## config.mk

```make
export PLATFORM = sky130hd
export DESIGN_NAME = sseg_scan_driver
export DESIGN_NICKNAME = d
export VERILOG_FILES = /design/src/rtl/sseg_scan_driver.sv
export SDC_FILE = /design/constraint.sdc
export NUM_CORES = 1
export LEC_CHECK = 0
export CORE_MARGIN = 3
export CORE_UTILIZATION = 33
export DETAILED_ROUTE_END_ITERATION = 10
export GPL_ROUTABILITY_DRIVEN = 0
export SYNTH_ARGS = -nofsm -noshare
export SYNTH_HDL_FRONTEND = slang
export SYNTH_SLANG_ARGS = --single-unit
```

## constraint.sdc

```tcl
create_clock -name clk -period 3.85 [get_ports clk]
set_clock_uncertainty 0.05 [all_clocks]
set_input_delay 0.385 -clock clk [delete_from_list [all_inputs] [get_ports clk]]
set_output_delay 0.385 -clock clk [all_outputs]
set_load 0.01 [all_outputs]
```

## src/rtl/sseg_scan_driver.sv

```systemverilog
// Time-multiplexed N-digit seven-segment driver with per-frame input snapshot,
// leading-zero blanking, per-digit blink and runtime segment/anode polarity.

package digito_pkg;
  typedef struct packed {
    logic [3:0] digito;
    logic       dp;
  } BCDnumber_t;
endpackage

module sseg_scan_driver #(
  parameter int N_DIGITS     = 4,
  parameter int REFRESH_DIV  = 100000,
  parameter int BLINK_FRAMES = 64
) (
  input  logic                   clk,
  input  logic                   reset,
  input  digito_pkg::BCDnumber_t digits [N_DIGITS],
  input  logic [N_DIGITS-1:0]    blink_mask,
  input  logic                   blank_lz,
  input  logic                   active_high,
  input  logic                   an_active_high,
  output logic [7:0]             sseg,
  output logic [N_DIGITS-1:0]    an,
  output logic                   frame_tick
);

  localparam int PW = $clog2(REFRESH_DIV);
  localparam int IW = (N_DIGITS > 1) ? $clog2(N_DIGITS) : 1;
  localparam int FW = (BLINK_FRAMES > 1) ? $clog2(BLINK_FRAMES) : 1;

  logic [PW-1:0]          presc;
  logic [IW-1:0]          idx, idx_nxt;
  logic [FW-1:0]          fcnt, fcnt_nxt;
  logic                   phase_on, phase_nxt;
  logic                   running, running_nxt;
  logic                   step, frame;
  digito_pkg::BCDnumber_t snap     [N_DIGITS];
  digito_pkg::BCDnumber_t snap_nxt [N_DIGITS];
  digito_pkg::BCDnumber_t cur;
  logic [N_DIGITS-1:0]    lz_mask;
  logic [N_DIGITS-1:0]    an_code;
  logic [7:0]             code;

  function automatic logic [6:0] seg_lut(input logic [3:0] v);
    case (v)
      4'h0: seg_lut = 7'h3F;
      4'h1: seg_lut = 7'h06;
      4'h2: seg_lut = 7'h5B;
      4'h3: seg_lut = 7'h4F;
      4'h4: seg_lut = 7'h66;
      4'h5: seg_lut = 7'h6D;
      4'h6: seg_lut = 7'h7D;
      4'h7: seg_lut = 7'h07;
      4'h8: seg_lut = 7'h7F;
      4'h9: seg_lut = 7'h67;
      4'hA: seg_lut = 7'h77;
      4'hB: seg_lut = 7'h7C;
      4'hC: seg_lut = 7'h39;
      4'hD: seg_lut = 7'h5E;
      4'hE: seg_lut = 7'h79;
      default: seg_lut = 7'h71;
    endcase
  endfunction

  assign step        = (presc == PW'(REFRESH_DIV - 1));
  assign running_nxt = running | step;

  // The first step after reset lands on position 0 instead of advancing.
  always_comb begin
    idx_nxt = idx;
    if (step) begin
      if (!running || idx == IW'(N_DIGITS - 1)) idx_nxt = '0;
      else                                      idx_nxt = idx + IW'(1);
    end
    frame = step && (idx_nxt == '0);
  end

  // Next-state snapshot and blink phase, so position 0 sees the new frame.
  always_comb begin
    for (int i = 0; i < N_DIGITS; i++) snap_nxt[i] = frame ? digits[i] : snap[i];
    fcnt_nxt  = fcnt;
    phase_nxt = phase_on;
    if (frame) begin
      if (fcnt == FW'(BLINK_FRAMES - 1)) begin
        fcnt_nxt  = '0;
        phase_nxt = ~phase_on;
      end else begin
        fcnt_nxt = fcnt + FW'(1);
      end
    end
  end

  always_comb begin
    logic above_zero;
    above_zero = 1'b1;
    lz_mask    = '0;
    for (int i = N_DIGITS - 1; i >= 0; i--) begin
      if (i > 0 && above_zero && snap_nxt[i].digito == 4'd0) lz_mask[i] = 1'b1;
      above_zero = above_zero & (snap_nxt[i].digito == 4'd0);
    end
  end

  // Blink wins over blanking; nothing is lit until the first step after reset.
  always_comb begin
    cur  = snap_nxt[idx_nxt];
    code = {cur.dp, seg_lut(cur.digito)};
    if (blank_lz && lz_mask[idx_nxt])        code[6:0] = '0;
    if (!phase_nxt && blink_mask[idx_nxt])   code      = '0;
    if (!running_nxt)                        code      = '0;
    an_code = running_nxt ? (N_DIGITS'(1) << idx_nxt) : '0;
  end

  always_ff @(posedge clk) begin
    if (reset) begin
      presc      <= '0;
      idx        <= '0;
      running    <= 1'b0;
      fcnt       <= '0;
      phase_on   <= 1'b1;
      for (int i = 0; i < N_DIGITS; i++) snap[i] <= '0;
      frame_tick <= 1'b0;
      an         <= an_active_high ? '0 : '1;
      sseg       <= active_high ? 8'h00 : 8'hFF;
    end else begin
      presc      <= step ? '0 : presc + PW'(1);
      idx        <= idx_nxt;
      running    <= running_nxt;
      fcnt       <= fcnt_nxt;
      phase_on   <= phase_nxt;
      for (int i = 0; i < N_DIGITS; i++) snap[i] <= snap_nxt[i];
      frame_tick <= frame;
      an         <= an_active_high ? an_code : ~an_code;
      sseg       <= active_high ? code : ~code;
    end
  end

endmodule

```

==> impl_metrics.json <==
{
  "cp.required_ns": 4.07,
  "cp_cell_sequence": "ha_1, and4_1, and4_1, nand2_2, mux2i_1, o22ai_1, a211oi_1, buf_4, inv_1, ha_1, nor3b_1, a31oi_1, a41oi_1, xnor2_1",
  "drive_above_1_share": 0.1074,
  "cts_hold_buf": 0,
  "hold_viol": 0,
  "finalInstanceArea_um2": 3916,
  "cts_max_level": 3,
  "std_cell_rows": 34,
  "first_iter_violations": 164,
  "post_cts_buffers": 0,
  "p_total_mw": 1.419,
  "critPathMaxFanout": 15,
  "vias": 2724,
  "cts_tree": "built",
  "grt_pass1_wl_um": 12850,
  "seq_area_um2": 1201,
  "route.met2.wl_um": 3503,
  "synth_top_cell_by_area": "dfxtp_1",
  "grt_max_degree": 34,
  "io_buffers": 41,
  "multi_input_area_um2": 1814,
  "relSlewSlack": 0.5904,
  "grt_overflow_total": 0,
  "fin_crit_sh": 0.9190,
  "layout_min_cycle_time_ns": 3.538,
  "placed_cells": 511,
  "final_common_cell": "dfxtp_1",
  "final_util": 0.4384,
  "synth_area_leaders": "dfxtp_1 (38%), xnor2_1 (6.5%), nand2_1 (6.4%), a21oi_1 (5.0%), nor2_1 (4.5%)",
  "cts.path.max_buffers": 2,
  "layout_common_cells": "dfxtp_1 (60), nand2_1 (53), clkdlybuf4s50_1 (41), nor2_1 (37), a21oi_1 (31)",
  "track_usage": 0.1561,
  "hold_class": "flop to flop",
  "area_delta_synth_final_pct": 25.50,
  "slowest_delay_ns": 0.44,
  "drv_slew": 0,
  "synth_edf_count": 0,
  "synth-main-ff-cell": "dfxtp_1",
  "clock-sinks": 60,
  "stdcell_count": 527,
  "ys_warn_count": 0,
  "tightest_slew_ns": 0.6144,
  "tns_ns": 0,
  "num_io_pins": 42,
  "hold_depth": 2,
  "cts_root_buf": "clkbuf_8",
  "wire_per_inst_um": 14.76,
  "startpoint_type": "flop",
  "initial_core_util": 0.3493,
  "drtPass1Iterations": 4,
  "worstSetupPathType": "flop to flop",
  "syn-num-nets": 405,
  "wl_met3_um": 428,
  "placed_cell_area_um2": 3662,
  "synth_area_um2": 3120,
  "clk_pin_slew_ns": 0.07,
  "grt_pass1_vias": 2628,
  "synthCells": 368,
  "core_um2": 8934,
  "setup.worst_path.end_class": "flop",
  "via_per_inst": 5.169,
  "synth_area_per_cell_um2": 8.480,
  "reg2reg_slack_ns": 0.31,
  "nets": 451,
  "pwr_density_cell_nw_per_um2": 362.2,
  "die_y_um": 103.2,
  "grt_setup_unrepaired": "no",
  "nFillCells": 920,
  "worst_r2r_path_depth": 14,
  "cp_slowest_cell": "and4_1",
  "drcViolationCount": 0,
  "highest_layer": "met4",
  "final_antenna_net_count": 0,
  "cts-resized-gates": 0,
  "yosysSeqAreaShare": 0.3849,
  "wirelength_um": 7780,
  "status": "completed",
  "timing.fmax_ghz": 0.2826,
  "max_cap_violations": 0,
  "antenna_cells": 0,
  "insertion_delay_ns": 0.34,
  "synth-seq-cells": 60,
  "p_leak_nw": 1.444,
  "met1Wirelength_um": 3758,
  "critPathArrivalTime_ns": 3.76,
  "dieArea_um2": 10660,
  "setup_viol": 0,
  "hpwl_um": 5810,
  "antenna_found_initial": 0,
  "die_w_um": 103.2,
  "cts_buffers": 9,
  "async_flop_share": 0,
  "netlist.area_leader.share": 0.3849,
  "yosys.cell_types.count": 54,
  "ir_drop_v": 0.0002157
}
==> power breakdown <==
part / internal [mW] / switching (mW) / total (mW)
combinational: 0.0444 / 0.0301 / 0.0745
clock: 0.465 / 0.245 / 0.710
sequential: 0.630 / 0.00405 / 0.634
total: 1.14 / 0.280 / 1.42
==> cell families (layout without fill, tap and decap cells) <==
group	after synthesis	count (layout)	share of synthesized area
flops	60	60	0.3849
fa+ha+maj	8	8	0.03208
mux	12	12	0.03889
xor+xnor	31	31	0.08701
buf+inv	25	76	0.03489
simple gates	163	163	0.2719
compound gates	69	69	0.1504
==> through the flow <==
step	setup WS [ns]	hold slack [ns]
2_1_floorplan	0.5992	0.3676
6_report	0.3118	0.4037
3_3_place_gp	0.3381	0.3813
4_1_cts	0.3115	0.4076
5_1_grt	0.02069	0.4190
3_5_place_dp	0.3221	0.3978
==> layer usage <==
layer  up-vias  GRT usage
li1       1402          -
met1      1249     0.2107
met2        63     0.2422
met3        10    0.04292
met4         0    0.05080
met5         -          0
==> Yosys cell counts, types with 2 or more instances <==
master     n
nor4_1     8
a22oi_1    5
or3_1      3
o21ai_0   11
a21oi_1   31
inv_1     10
nor4_4     3
clkbuf_1   8
nand2_4    2
dfxtp_1   60
nand4_1   12
mux2i_1   11
and2_1     2
a211oi_1   2
xor2_1     8
a311oi_2   2
nor3_1     8
buf_1      2
nand2b_1   2
o22ai_1    2
nor2b_1    2
a221oi_2   3
nand2_1   53
o21ai_1    2
nor2_1    37
o211ai_1   2
buf_2      3
ha_1       8
and4_1     2
xnor2_1   23
o21a_1     2
nand3_1   17
==> path summary, 6_finish.rpt <==
check | start | end
worst max-delay path | presc[0]$_SDFF_PP0_ | sseg[3]$_DFF_P_
worst min-delay path | snap[0][0]$_SDFF_PP0_ | snap[0][0]$_SDFF_PP0_
worst max register to register | presc[0]$_SDFF_PP0_ | sseg[3]$_DFF_P_
worst min register to register | snap[0][0]$_SDFF_PP0_ | snap[0][0]$_SDFF_PP0_
==> final cells by class <==
class                   instances  share of cell area
repair buffers                 50              0.1220
clock buffers                  12             0.03962
flip-flops and latches         60              0.3067
clock inverters                 4             0.02428
inverters                      10            0.009585
multi-input cells             283              0.4633
well taps                     108             0.03450
==> sequential cells by signal, summed over array words and instances, names as in the netlist <==
register and count:
snap 20, presc 17, sseg 8, fcnt 6
an 4, idx 2, frame_tick 1, phase_on 1
running 1
==> critical path, delay by kind of cell, from the launching register on <==
kind	cells	cell delay [ns]
flops	1	0.36
mux	1	0.32
xor+xnor	1	0.14
fa+ha+maj	2	0.53
simple gates	4	1.20
buf+inv	2	0.24
compound gates	4	0.63
Power figures use the tool's default switching activity.
